[config.mk]
export PLATFORM = sky130hd
export DESIGN_NAME = accel_cmd_queue
export DESIGN_NICKNAME = d
export VERILOG_FILES = /design/src/rtl/accel_pkg.sv /design/src/rtl/accel_cmd_storage.sv /design/src/rtl/accel_cmd_queue.sv
export SDC_FILE = /design/constraint.sdc
export NUM_CORES = 1
export LEC_CHECK = 0
export CAP_MARGIN = 20
export CORE_ASPECT_RATIO = 1.5
export CORE_MARGIN = 2
export CORE_UTILIZATION = 48
export DETAILED_ROUTE_END_ITERATION = 7
export PLACE_DENSITY = 0.72
export SLEW_MARGIN = 20
export SYNTH_ARGS = -nofsm -noshare
export SYNTH_HDL_FRONTEND = slang
export SYNTH_HIERARCHICAL = 1
export SYNTH_SLANG_ARGS = --single-unit
[constraint.sdc]
create_clock -name clk -period 21.5 [get_ports clk]
set_clock_uncertainty 0.05 [all_clocks]
set_input_delay 4.3 -clock clk [delete_from_list [all_inputs] [get_ports clk]]
set_output_delay 4.3 -clock clk [all_outputs]
set_load 0.01 [all_outputs]
[src/rtl/accel_pkg.sv]
// Shared accelerator definitions: RoCC command field layout and interface widths.
package accel_pkg;

  localparam int unsigned CMD_NBITS  = 160;
  localparam int unsigned RESP_NBITS = 74;

  localparam int unsigned FUNCT_LSB    = 0;
  localparam int unsigned FUNCT_W      = 7;
  localparam int unsigned RS2_LSB      = 7;
  localparam int unsigned RS2_W        = 5;
  localparam int unsigned RS1_LSB      = 12;
  localparam int unsigned RS1_W        = 5;
  localparam int unsigned XD_BIT       = 17;
  localparam int unsigned XS1_BIT      = 18;
  localparam int unsigned XS2_BIT      = 19;
  localparam int unsigned RD_LSB       = 20;
  localparam int unsigned RD_W         = 5;
  localparam int unsigned OPCODE_LSB   = 25;
  localparam int unsigned OPCODE_W     = 7;
  localparam int unsigned RS1_DATA_LSB = 32;
  localparam int unsigned RS2_DATA_LSB = 96;
  localparam int unsigned DATA_W       = 64;

  function automatic logic [CMD_NBITS-1:0] rocc_cmd_pack(
    input logic [6:0]  funct,
    input logic [4:0]  rs2,
    input logic [4:0]  rs1,
    input logic        xd,
    input logic        xs1,
    input logic        xs2,
    input logic [4:0]  rd,
    input logic [6:0]  opcode,
    input logic [63:0] rs1_data,
    input logic [63:0] rs2_data
  );
    logic [CMD_NBITS-1:0] c;
    c = '0;
    c[FUNCT_LSB +: FUNCT_W]     = funct;
    c[RS2_LSB +: RS2_W]         = rs2;
    c[RS1_LSB +: RS1_W]         = rs1;
    c[XD_BIT]                   = xd;
    c[XS1_BIT]                  = xs1;
    c[XS2_BIT]                  = xs2;
    c[RD_LSB +: RD_W]           = rd;
    c[OPCODE_LSB +: OPCODE_W]   = opcode;
    c[RS1_DATA_LSB +: DATA_W]   = rs1_data;
    c[RS2_DATA_LSB +: DATA_W]   = rs2_data;
    return c;
  endfunction

endpackage

[src/rtl/accel_cmd_storage.sv]
// Command slot array: one synchronous write port, asynchronous read port, no reset.
module accel_cmd_storage #(
  parameter int unsigned DEPTH     = 4,
  parameter int unsigned CMD_NBITS = 160
) (
  input  logic                     clk_i,
  input  logic                     wr_en_i,
  input  logic [$clog2(DEPTH)-1:0] wr_addr_i,
  input  logic [CMD_NBITS-1:0]     wr_data_i,
  input  logic [$clog2(DEPTH)-1:0] rd_addr_i,
  output logic [CMD_NBITS-1:0]     rd_data_o
);

  logic [CMD_NBITS-1:0] mem_q [DEPTH];
  logic [CMD_NBITS-1:0] mem_d [DEPTH];

  always_comb begin
    mem_d = mem_q;
    if (wr_en_i) begin
      mem_d[wr_addr_i] = wr_data_i;
    end
  end

  always_ff @(posedge clk_i) begin
    mem_q <= mem_d;
  end

  assign rd_data_o = mem_q[rd_addr_i];

endmodule

[src/rtl/accel_cmd_queue.sv]
// Command FIFO between the core and the accelerator cmd port.
// Define ACCEL_CMD_QUEUE_BYPASS_EN to forward commands combinationally while the queue is empty.
module accel_cmd_queue #(
  parameter int unsigned DEPTH     = 4,
  parameter int unsigned CMD_NBITS = accel_pkg::CMD_NBITS
) (
  input  logic                       clk,
  input  logic                       rst,
  input  logic [CMD_NBITS-1:0]       in_cmd,
  input  logic                       in_cmd_vld,
  output logic                       in_cmd_rdy,
  output logic [CMD_NBITS-1:0]       out_cmd,
  output logic                       out_cmd_vld,
  input  logic                       out_cmd_rdy,
  output logic [$clog2(DEPTH+1)-1:0] count
);

  import accel_pkg::*;

  localparam int unsigned PtrW = $clog2(DEPTH);
  localparam int unsigned CntW = $clog2(DEPTH + 1);

  logic [PtrW-1:0]      head_q, head_d;
  logic [PtrW-1:0]      tail_q, tail_d;
  logic [CntW-1:0]      count_q, count_d;
  logic                 empty, full, push, pop;
  logic [CMD_NBITS-1:0] rd_data;

  assign empty = (count_q == '0);
  assign full  = (count_q == CntW'(DEPTH));

  always_comb begin
    in_cmd_rdy = !full;
`ifdef ACCEL_CMD_QUEUE_BYPASS_EN
    out_cmd_vld = !empty || in_cmd_vld;
    out_cmd     = empty ? in_cmd : rd_data;
    // A command consumed straight through the bypass never occupies a slot.
    push        = in_cmd_vld && !full && !(empty && out_cmd_rdy);
`else
    out_cmd_vld = !empty;
    out_cmd     = rd_data;
    push        = in_cmd_vld && !full;
`endif
    pop = !empty && out_cmd_rdy;

    head_d  = head_q;
    tail_d  = tail_q;
    count_d = count_q;
    if (push) begin
      tail_d = tail_q + PtrW'(1);
    end
    if (pop) begin
      head_d = head_q + PtrW'(1);
    end
    case ({push, pop})
      2'b10:   count_d = count_q + CntW'(1);
      2'b01:   count_d = count_q - CntW'(1);
      default: count_d = count_q;
    endcase
  end

  always_ff @(posedge clk) begin
    if (rst) begin
      head_q  <= '0;
      tail_q  <= '0;
      count_q <= '0;
    end else begin
      head_q  <= head_d;
      tail_q  <= tail_d;
      count_q <= count_d;
    end
  end

  accel_cmd_storage #(
    .DEPTH     (DEPTH),
    .CMD_NBITS (CMD_NBITS)
  ) u_storage (
    .clk_i     (clk),
    .wr_en_i   (push && !rst),
    .wr_addr_i (tail_q),
    .wr_data_i (in_cmd),
    .rd_addr_i (head_q),
    .rd_data_o (rd_data)
  );

  assign count = count_q;

endmodule

==> impl_metrics.csv <==
group,metric,value,unit
route,drt-pass1-iter-count,4,
place,gp_congestion,0.773,
synth,synthFlopType,"edfxtp_1",
floorplanning,die_x,185,um
pwr,power_switching,0.786,mW
worst_setup_path,path_class,"register to output pin",
global_route,grt_util_met2,32.4,%
synth,synth_top_area_cell,"edfxtp_1",
layout,final_util,60.6,%
worst_setup_path,cp.required,17150,ps
layout,design_area,0.0293,mm^2
synth,ys_seq_elements,647,
timing,fin_crit_sh,39.6,%
clocking,clock_latency,570,ps
global_route,grt_max_degree,70,
route,ant_nets,0,
worst_setup_path,path_cells,"buf_4 > buf_4 > mux4_2 > clkdlybuf4s50_1",
global_route,grt_pass1_wl,70.1,mm
timing,layout_min_cycle_time,8510,ps
clocking,htree_levels,2,
route,vias,10540,
global_route,first_global_vias,11268,
pwr,comb_power_share,23.2,%
timing,rsz0062_at_grt,"no",
layout,syn_to_final_growth,25.0,%
worst_setup_path,crit_top_cell,"buf_4",
timing,tightest_slew,1110,ps
timing,finalSetupTns,0,ps
place,portBuffers,328,
clocking,path_clk_slew,60,ps
clocking,cts_tree,"yes",
flow_run,max_cap_viol_count,0,
synth,synth_nets,1045,
synth,ys_types,26,
global_route,grt_busiest_layer,"met2",
synth,synth_common_cells,"640 x edfxtp_1, 160 x mux4_2, 19 x buf_2, 11 x buf_6, 8 x nor2_1",
pwr,p_clk_share,30.7,%
timing,relSlewSlack,26.0,%
route,wl,47.3,mm
route,drc,0,
floorplanning,die-height,275,um
place,place_hpwl,28.9,mm
worst_hold_path,hold_class,"register to register",
worst_setup_path,cpPeakStageDelay,830,ps
global_route,use_met1,22.9,%
timing,drv_slew,0,
clocking,cts_setup_buffers,0,
route,first_iter_violations,779,
synth,synth_top_area_share,81.9,%
run_status,outcome,"completed",
clocking,cts_max_path_buffers,3,
timing,timing.fmax,118,MHz
pwr,pwr_density_cell,111,mW/mm^2
global_route,grt_util_all_layers,18.8,%
floorplanning,ioPinCount,329,
synth,ys_async_sr_fraction,0,%
pwr,seqPwrFrac,46.1,%
worst_setup_path,cp_data_arrival_time,4160,ps
worst_setup_path,critical_path.top_delay_family,"buffers and inverters",
worst_setup_path,worst_setup_path_start_kind,"register",
pwr,irDropWorstVdd,0.000105,V
floorplanning,start_util,48.5,%
synth,synth-seq-area-share,82.5,%
worst_setup_path,end_kind,"output pin",
floorplanning,num_rows,99,
clocking,clock-root-buffer,"clkbuf_16",
layout,drive_gt1_share,21.2,%
synth,yosysMostFrequentCell,"edfxtp_1",
global_route,overflow,0,
global_route,grt_use_met3,4.37,%
worst_setup_path,worst-path-buf-inv,3,
layout,fin_cells,1943,
timing,final-setup-viol-count,0,
place,placed_cells,1842,
synth,syn_area,0.0235,mm^2
place,placed_area,0.0275,mm^2
synth,synth_edf_count,640,
synth,yosys_warnings,6,
route,vias_per_cell,5.42,
pwr,p_int,2.46,mW
pwr,p_leak,9.08,nW
clocking,hold_buffers,0,
timing,final-hold-violation-count,0,
route,avgRoutedWirePerCell,24.3,um
floorplanning,fp.coreArea,0.0484,mm^2
synth,syn_avg_cell_area,26.7,um^2
global_route,antenna_found_initial,5,
clocking,cts.sinks,647,
clocking,cts.repair.resized,0,
synth,netlist_instances,879,
clocking,cts_buffers,57,
synth,synth_area_leaders,"edfxtp_1 82%, mux4_2 15%, dfxtp_1 0.60%, buf_6 0.53%, buf_2 0.41%",
pwr,p_sw_share,24.3,%
worst_setup_path,critPathMaxFanout,43,
floorplanning,die_area,0.0507,mm^2
worst_setup_path,cp_slowest_cell,"dfxtp_4",
layout,nets,1411,
## cell type report
cell class,count,area (um^2)
tap,656,821
sequential,647,19400
fill,3346,19100
multi-input combinational,192,3870
timing repair buffer,344,3430
clock buffer,66,1500
inverter,3,11.3
antenna,2,5.00
clock inverter,33,333
## metrics by stage
step | total power [mW] | hold WS (ps) | setup WS (ps)
2_1_floorplan | 1.94 | 424 | 4270
3_3_place_gp | 2.28 | 504 | 13270
3_5_place_dp | 2.29 | 518 | 13210
4_1_cts | 3.29 | 533 | 12720
5_1_grt | 3.37 | 566 | 12580
6_report | 3.24 | 519 | 12990
## logic make-up (layout without fill, tap and decap cells)
logic type	count (synthesis)	after routing	share of synthesized area, %
other	0	2	0
adder cells (fa/ha/maj)	2	2	0.139
flip-flops	647	647	82.5
multiplexers	162	162	15.5
XOR/XNOR	4	4	0.149
AO/OA/AOI/OAI	5	5	0.144
buffers and inverters	40	446	1.09
AND/OR/NAND/NOR	19	19	0.517
## path summary, 6_finish.rpt
| path | startpoint | to | slack [ps] | depth (start not counted) |
|---|---|---|---|---|
| max | head_q[0]$_SDFFE_PP0P_ | out_cmd[144] | 12990 | 4 |
| min | count[2]$_SDFFE_PP0P_ | count[2]$_SDFFE_PP0P_ | 520 | 2 |
| max reg2reg | count[0]$_SDFFE_PP0P_ | u_storage/mem_q[425]$_DFFE_PP_ | 17510 | 6 |
| min reg2reg | count[2]$_SDFFE_PP0P_ | count[2]$_SDFFE_PP0P_ | 520 | 2 |
## per-layer routing
metal / wire length, um / share of wire (%)
met2: 24900 / 53
met3: 2930 / 6.2
met4: 1820 / 3.8
met1: 17600 / 37
met5: 55 / 0.12
## power by group through the flow
stage | clock network, mW | registers, mW | logic (mW)
floorplan | 0 | 1.51 | 0.430
global placement | 0 | 1.52 | 0.761
detailed placement | 0 | 1.52 | 0.766
CTS | 1.02 | 1.50 | 0.770
global route | 1.07 | 1.50 | 0.799
finish | 0.996 | 1.49 | 0.753
## worst register-to-register path, stage by stage, from the launching register on
cell,delay [ps]
dfxtp_1,460
or3b_4,220
nand2_4,60
nor2_1,210
and3b_4,740
buf_4,910
buf_4,910
## layout by cell type (no fill, tap or decap), types with 3 or more instances in the layout
master,netlist,layout
buf_4,0,14
bufinv_16,0,6
clkbuf_1,7,7
clkbuf_16,0,59
clkdlybuf4s50_1,0,328
clkinv_1,0,9
clkinv_2,0,11
clkinvlp_4,0,4
dfxtp_1,7,5
edfxtp_1,640,640
inv_1,3,3
mux4_2,160,160
nor2_1,8,8
xor2_1,3,3
## sequential cells by signal, summed over array words and instances, names as in the netlist
signal	count
tail_q	2
count	3
u_storage/mem_q	640
head_q	2
(Power assumes the default switching activity.)
